==> config.mk <==
export PLATFORM = sky130hd
export DESIGN_NAME = dict_word_packer
export DESIGN_NICKNAME = d
export VERILOG_FILES = /design/src/rtl/dict_word_packer.sv
export SDC_FILE = /design/constraint.sdc
export NUM_CORES = 1
export LEC_CHECK = 0
export BUFFER_PORTS_ARGS = -buffer_cell sky130_fd_sc_hd__buf_4
export CORE_AREA = 2 2 149 151
export CTS_CLUSTER_DIAMETER = 120
export DETAILED_ROUTE_END_ITERATION = 12
export DIE_AREA = 0 0 151 153
export GPL_ROUTABILITY_DRIVEN = 1
export GPL_TIMING_DRIVEN = 0
export PLACE_DENSITY_LB_ADDON = 0.2
export SKIP_LAST_GASP = 1
export SYNTH_ARGS = -nofsm -noshare
export SYNTH_HDL_FRONTEND = slang
export SYNTH_SLANG_ARGS = --single-unit
==> constraint.sdc <==
create_clock -name i_clk -period 11 [get_ports i_clk]
set_input_delay 1.1 -clock i_clk [delete_from_list [all_inputs] [get_ports i_clk]]
set_output_delay 1.1 -clock i_clk [all_outputs]
set_load 0.005 [all_outputs]
==> src/rtl/dict_word_packer.sv <==
// rtl/dict_word_packer.sv - letter-to-word packer, initiator side of the Dictionary request interface
//
// Packs accepted letter codes (1..26 = a..z) into a MAX_LEN x 8-bit word
// (slot 0 = bits[7:0] = first letter, unused slots 0). On commit it issues a
// one-cycle start, holds the word during the lookup, captures the corrected
// word on finish and presents it downstream until accepted.
//
// Optional feature macro: DICT_TIMEOUT_EN
//   defined   - WAIT gives up after TIMEOUT cycles and returns the raw word
//               with o_timeout=1
//   undefined - WAIT holds indefinitely, o_timeout is 0
//
// Ports:
//   i_clk          clock, rising edge
//   i_rst_n        synchronous reset, active-high
//   i_char_valid   letter offered
//   i_char         letter code
//   o_char_ready   letter/backspace/commit accepted this cycle
//   i_backspace    remove last letter
//   i_commit       end of word, request lookup
//   o_dict_start   one-cycle start pulse to Dictionary
//   o_dict_word    packed word to Dictionary
//   i_dict_finish  Dictionary done
//   i_dict_word    corrected word from Dictionary
//   o_word_valid   corrected word available
//   i_out_ready    downstream accepts o_word
//   o_word         corrected word
//   o_len          letters currently buffered
//   o_overflow     sticky: letter dropped because buffer was full
//   o_timeout      o_word is the raw word because the lookup timed out
//   o_state        IDLE=0 COLLECT=1 REQ=2 WAIT=3 DONE=4
module dict_word_packer #(
  parameter int MAX_LEN = 15,
  parameter int TIMEOUT = 500000
) (
  input  logic                   i_clk,
  input  logic                   i_rst_n,
  input  logic                   i_char_valid,
  input  logic [7:0]             i_char,
  output logic                   o_char_ready,
  input  logic                   i_backspace,
  input  logic                   i_commit,
  output logic                   o_dict_start,
  output logic [8*MAX_LEN-1:0]   o_dict_word,
  input  logic                   i_dict_finish,
  input  logic [8*MAX_LEN-1:0]   i_dict_word,
  output logic                   o_word_valid,
  input  logic                   i_out_ready,
  output logic [8*MAX_LEN-1:0]   o_word,
  output logic [3:0]             o_len,
  output logic                   o_overflow,
  output logic                   o_timeout,
  output logic [2:0]             o_state
);

  localparam int W     = 8 * MAX_LEN;
  localparam int LEN_W = $clog2(MAX_LEN + 1);
  localparam int CNT_W = $clog2(TIMEOUT + 1);

`ifdef DICT_TIMEOUT_EN
  localparam bit TO_EN = 1'b1;
`else
  localparam bit TO_EN = 1'b0;
`endif

  localparam logic [2:0] S_IDLE    = 3'd0;
  localparam logic [2:0] S_COLLECT = 3'd1;
  localparam logic [2:0] S_REQ     = 3'd2;
  localparam logic [2:0] S_WAIT    = 3'd3;
  localparam logic [2:0] S_DONE    = 3'd4;

  logic [2:0]       state_q;
  logic [W-1:0]     buf_q;
  logic [LEN_W-1:0] len_q;
  logic [W-1:0]     word_q;
  logic             ovf_q;
  logic             to_q;
  logic [CNT_W-1:0] cnt_q;

  // Buffer update for an accepted cycle: backspace has priority over a
  // letter; commit is then judged on the updated length.
  logic [W-1:0]     buf_n;
  logic [LEN_W-1:0] len_n;
  logic             ovf_set;
  logic             letter_ok;
  int               slot;

  always_comb begin
    buf_n     = buf_q;
    len_n     = len_q;
    ovf_set   = 1'b0;
    slot      = 0;
    letter_ok = (i_char >= 8'd1) && (i_char <= 8'd26);
    if (i_backspace) begin
      if (len_q != '0) begin
        slot = int'(len_q) - 1;
        buf_n[slot*8 +: 8] = 8'h00;
        len_n = len_q - 1'b1;
      end
    end else if (i_char_valid && letter_ok) begin
      if (len_q == LEN_W'(MAX_LEN)) begin
        ovf_set = 1'b1;
      end else begin
        slot = int'(len_q);
        buf_n[slot*8 +: 8] = i_char;
        len_n = len_q + 1'b1;
      end
    end
  end

  always_ff @(posedge i_clk) begin
    if (i_rst_n) begin
      state_q <= S_IDLE;
      buf_q   <= '0;
      len_q   <= '0;
      word_q  <= '0;
      ovf_q   <= 1'b0;
      to_q    <= 1'b0;
      cnt_q   <= '0;
    end else begin
      case (state_q)
        S_IDLE, S_COLLECT: begin
          buf_q <= buf_n;
          len_q <= len_n;
          if (ovf_set) ovf_q <= 1'b1;
          if (len_n == '0)   state_q <= S_IDLE;
          else if (i_commit) state_q <= S_REQ;
          else               state_q <= S_COLLECT;
        end
        S_REQ: begin
          cnt_q   <= '0;
          state_q <= S_WAIT;
        end
        S_WAIT: begin
          // Finish on the terminal count still wins over the timeout.
          if (i_dict_finish) begin
            word_q  <= i_dict_word;
            state_q <= S_DONE;
          end else if (TO_EN && (cnt_q == CNT_W'(TIMEOUT - 1))) begin
            word_q  <= buf_q;
            to_q    <= 1'b1;
            state_q <= S_DONE;
          end else begin
            cnt_q <= cnt_q + 1'b1;
          end
        end
        S_DONE: begin
          if (i_out_ready) begin
            buf_q   <= '0;
            len_q   <= '0;
            ovf_q   <= 1'b0;
            to_q    <= 1'b0;
            state_q <= S_IDLE;
          end
        end
        default: state_q <= S_IDLE;
      endcase
    end
  end

  assign o_char_ready = (state_q == S_IDLE) || (state_q == S_COLLECT);
  assign o_dict_start = (state_q == S_REQ);
  assign o_word_valid = (state_q == S_DONE);
  assign o_dict_word  = buf_q;
  assign o_word       = word_q;
  assign o_len        = 4'(len_q);
  assign o_overflow   = ovf_q;
  assign o_timeout    = TO_EN ? to_q : 1'b0;
  assign o_state      = state_q;

endmodule
---- Word-level counts from Yosys, hierarchy flattened ----
Index checks and enable logic that the tools add are counted.
cells by class
  add/subtract/negate cells ............... 5
  $lt $le $gt $ge ......................... 2
  equal/unequal tests ..................... 11
  shifts and indexed selects .............. 4
  multiplexer cells ....................... 25
  reductions and logical operators ........ 13
operators with widths
  cell                         count
  $mux W120                    5
  $bwmux W120                  2
  $pmux W120 S2                1
  $shift A8 B33 Y120 const A   2
  $shiftx A8 B33 Y120          1
  $shiftx A8 B33 Y120 const A  1
  $neg A7 Y33                  1
  $neg A8 Y33                  1
  $mux W4                      5
  $pmux W3 S4                  1
  $ne A3 B3 Y1 const B         3
  $ge A8 B1 Y1 const B         1
  $le A8 B5 Y1 const B         1
  $pmux W4 S2                  1
  $eq A3 B2 Y1 const B         2
  $mux W3                      2
  $reduce_and A2 Y1            3
  $mux W1                      5
  $reduce_and A5 Y1            1
  $sub A4 B1 Y5 const B        1
  $add A4 B1 Y4 const B        1
  $eq A4 B4 Y1 const B         1
  $logic_not A4 Y1             1
  $mux W2                      2
  13 further kinds             15
storage, ports and cells
  bits in registers ....................... 248
  input port bits ......................... 135
  word-level logic and storage cells ...... 65

---- Depth between registers and ports, before layout ----
  word-level depth ........................ 8
  depth in mapped cells ................... 14
  depth with buffers taken out ............ 12

---- Worst setup path before layout ----
No wires, ideal clock.
  path type ............................... reg2reg
  from .................................... reg len_q[0] (netlist: o_len[0])
  to ...................................... reg buf_q[100] (netlist: o_dict_word[100])
  data arrival time ....................... 3.458 ns
  required time ........................... 10.928 ns
  setup slack ............................. 7.470 ns
  cell stages (with the launch flop) ...... 14
  path buffers ............................ 2
  period minus slack after synthesis ...... 3.530 ns
  cell sequence ........................... dfxtp_1 -> clkbuf_8 -> inv_1 -> ha_1 -> buf_4 -> xnor2_4 -> nand4_1 -> ha_1 -> or4_4 -> nor4_2 -> nand2_1 -> o31a_1 -> nor3_4 -> mux2i_1
between the ends
  longest elaborated chain between the ends .. 7
  elaborated cells on any way between the ends .. 19
ends and longest elaborated chain
  what                                          line     RTL
  start: declaration                            74       logic [LEN_W-1:0] len_q;
  start signal: assignment                      124      len_q <= len_n;
  $sub A4 B1 Y5 or $neg A7 Y33 (tied branches)  96, 105
  $neg A8 Y33 (tied with other cells)           97       buf_n[slot*8 +: 8] = 8'h00;
  $shiftx A8 B33 Y120 (tied with other cells)   97
  $bwmux W120 or $mux W120 (tied branches)      97, 101
  $mux W120 (on tied branches)                  95, 100
  $mux W120                                     94       if (i_backspace) begin
  $pmux W120 S2                                 121      case (state_q)
  end signal: assignment                        123      buf_q <= buf_n;
  end: declaration                              73       logic [W-1:0] buf_q;
Several ways; a longest one is shown, not always the timed one. The select of a mux whose other input is x is not followed.
A chain may end at the register's enable or synchronous reset.

---- Worst setup path in the final report ----
  from .................................... reg len_q[0] (netlist: o_len[0])
  to ...................................... reg buf_q[35] (netlist: o_dict_word[35])
Same word-level chain as after synthesis.

==> impl_metrics.json <==
{
  "status": "complete, no violations",
  "vias": 9373,
  "max-vdd-ir-drop_v": 0.000125,
  "setup_viol": 0,
  "hold_ws_ns": 0.452,
  "synth_seq_cells": 248,
  "cts_tree": "built",
  "path_cells": "clkbuf_8 -> inv_1 -> ha_1 -> buf_4 -> xnor2_4 -> nand4_1 -> ha_1 -> or4_4 -> nor4_2 -> nand2_1 -> o31ai_1 -> a31oi_2 -> a32o_1",
  "grt_usage_pct": 26.2,
  "powerDensity_nw_per_um2": 185,
  "netlist_top_cells_count": "nand2_1, dfxtp_1, a21oi_1",
  "grt_pass1_vias": 9163,
  "die-height_um": 153,
  "r2r_cells": 13,
  "worstSkewPairLatency_ns": 0.52,
  "worst_pin_slew_ns": 0.985,
  "yosys.area.top_type": "dfxtp_1",
  "use_met1_pct": 32.1,
  "regToRegEndpoint": "o_dict_word[35]",
  "clk_pin_slew_ns": 0.06,
  "seq_area_frac_synth_pct": 50.6,
  "coreArea_um2": 21500,
  "syn_avg_cell_area_um2": 8.97,
  "hold_end": "o_word[1]",
  "max_clock_freq_mhz": 240,
  "grt.overflow.total": 0,
  "intPower_mw": 1.73,
  "grt_start_max_net_pins": 13,
  "synth-edff-count": 0,
  "globalplace.congestion": 0.926,
  "critPathSlowestCell": "or4_4",
  "firstDrtPassIters": 5,
  "drc": 0,
  "slew-limit-headroom_pct": 33.8,
  "cts_resized": 0,
  "ant_nets": 0,
  "antenna_cells": 0,
  "post_cts.repair.setup_buffers": 0,
  "finalSetupTns_ns": 0,
  "critical-path-max-stage-delay_ns": 0.55,
  "crit_buf_inv": 3,
  "drv_slew": 0,
  "cts_buffers": 27,
  "die_w_um": 151,
  "power_frac_comb_pct": 29.7,
  "cts.htree.levels": 1,
  "area_growth_pct": 41.6,
  "initial_utilization_pct": 45.6,
  "synth_area_um2": 9800,
  "synth_top_area_share_pct": 50.6,
  "p_clk_share_pct": 33.3,
  "grt_pass1_wl_mm": 48.9,
  "dp_cells": 1757,
  "dp.final_hpwl_mm": 24.2,
  "cp.arrival_ns": 4.58,
  "hold_depth": 2,
  "cpMostUsedCell": "ha_1",
  "yosysMostFrequentCell": "nand2_1",
  "async_flop_share_pct": 0,
  "finalWorstSetupSlack_ns": 6.83,
  "hold_viol": 0,
  "synth_cell_types": 76,
  "path_class": "reg -> reg",
  "start_kind": "register",
  "routedWlPerCell_um": 17.4,
  "total_power_mw": 2.57,
  "nets": 1651,
  "switching_share_pct": 33.0,
  "drt-total-wl_mm": 31.4,
  "rr_startpoint": "o_len[0]",
  "fin_crit_sh_pct": 37.9,
  "globalRouteMet2Util_pct": 45.8,
  "syn-num-nets": 1238,
  "drt_iter0_drc": 457,
  "worstSetupEndpointType": "register",
  "cp_top_family": "simple AND/OR/NAND/NOR gates",
  "vias_per_cell": 5.19,
  "critPathMaxFanout": 10,
  "place_area_um2": 13000,
  "num_io_pins": 387,
  "dieArea_um2": 23100,
  "hold_class": "reg -> reg",
  "syn_inst": 1093,
  "rows": 54,
  "root_buffer": "clkbuf_16",
  "grtUsageMet3_pct": 6.48,
  "ys_warn_count": 0,
  "io_buffers": 384,
  "ctsHoldBuffers": 0,
  "min-delay-start": "o_word[1]",
  "clock_skew_ns": 0.0116,
  "fin_area_um2": 13900,
  "sequentialPowerShare_pct": 37.1,
  "cp_data_required_time_ns": 11.40,
  "rrSetupSlack_ns": 6.83,
  "drive_above_1_share_pct": 31.4,
  "finalCriticalPeriod_ns": 4.17,
  "cap_violations": 0,
  "p_leak_nw": 5.95,
  "cts.sinks": 248,
  "ys.flop_type": "dfxtp_1",
  "power.switching_mw": 0.848,
  "clock_path_buffers": 3,
  "instances_no_fill": 1806,
  "busiest_layer": "met2",
  "dpl_worst_slack_ns": 6.85,
  "final_util_pct": 64.6,
  "antenna_found_initial": 0,
  "rsz0062_at_grt": "no",
  "yosys-top-cells-area": "dfxtp_1, nand2_1, a21oi_1, mux2i_1, nand2b_1"
}
[worst max path at each step]
stage,from,to,slack [ns],cells past startpoint
global placement,o_len[0],o_dict_word[98],6.92,13
floorplan,o_len[0],o_dict_word[100],7.47,13
finish,o_len[0],o_dict_word[35],6.83,13
CTS,o_len[0],o_dict_word[35],6.83,13
detailed placement,o_len[0],o_dict_word[35],6.85,13
global route,o_len[0],o_dict_word[35],6.52,13
[flip-flops by register name (all words and copies together) (netlist names)]
name,count
o_len,4
o_word,120
o_overflow,1
o_dict_word,120
o_state,3
[kinds of logic (layout without fill, tap and decap cells)]
family | Yosys count | after routing | share of synthesized area, %
compound gates | 228 | 228 | 15.1
xor+xnor | 6 | 6 | 0.881
fa+ha+maj | 10 | 10 | 1.28
buf+inv | 83 | 516 | 3.91
flops | 248 | 248 | 50.6
mux | 37 | 37 | 3.79
other cells | 1 | 1 | 0.0382
simple gates | 480 | 480 | 24.3
[per-layer routing]
| metal | up-vias | share of wire [%] |
|---|---|---|
| met2 | 336 | 50 |
| met3 | 47 | 7.6 |
| met1 | 4420 | 40 |
| li1 | 4570 | - |
| met4 | 0 | 2.3 |
| met5 | - | 0 |
[area by class of cell]
class,instances,area [um^2]
well taps,280,350
repair buffers,384,2880
fillers,1839,7610
clock buffers,43,786
inverters,8,30.0
flip-flops and latches,248,4960
clock inverters,6,55.1
plain buffers,75,353
multi-input cells,762,4460
[cell usage in the layout (no fill, tap or decap), types with 15 or more instances in the layout]
master and n:
o21ai_0 22, dfxtp_1 248, buf_4 388, nand2b_1 46, mux2i_1 36, and2_1 24, nand2_1 276, a21oi_1 129
nor3_1 15, clkbuf_1 64, a32o_1 17, nand3_1 17, clkbuf_16 27, nor2_1 23, and3b_1 18
[worst min-delay path, delay by kind of cell, from the launching register on]
kind             cells  cell delay (ns)
AO/OA/AOI/OAI        1             0.05
AND/OR/NAND/NOR      1             0.05
flip-flops           1             0.31
[power by group through the flow]
stage          Clock, mW  Sequential (mW)  Combinational [mW]
3_5_place_dp           0            0.974               0.750
3_3_place_gp           0            0.972               0.739
4_1_cts            0.873            0.954               0.754
5_1_grt            0.909            0.959               0.839
2_1_floorplan          0            0.971               0.497
6_report           0.856            0.954               0.763
Power figures use the tool's default switching activity.
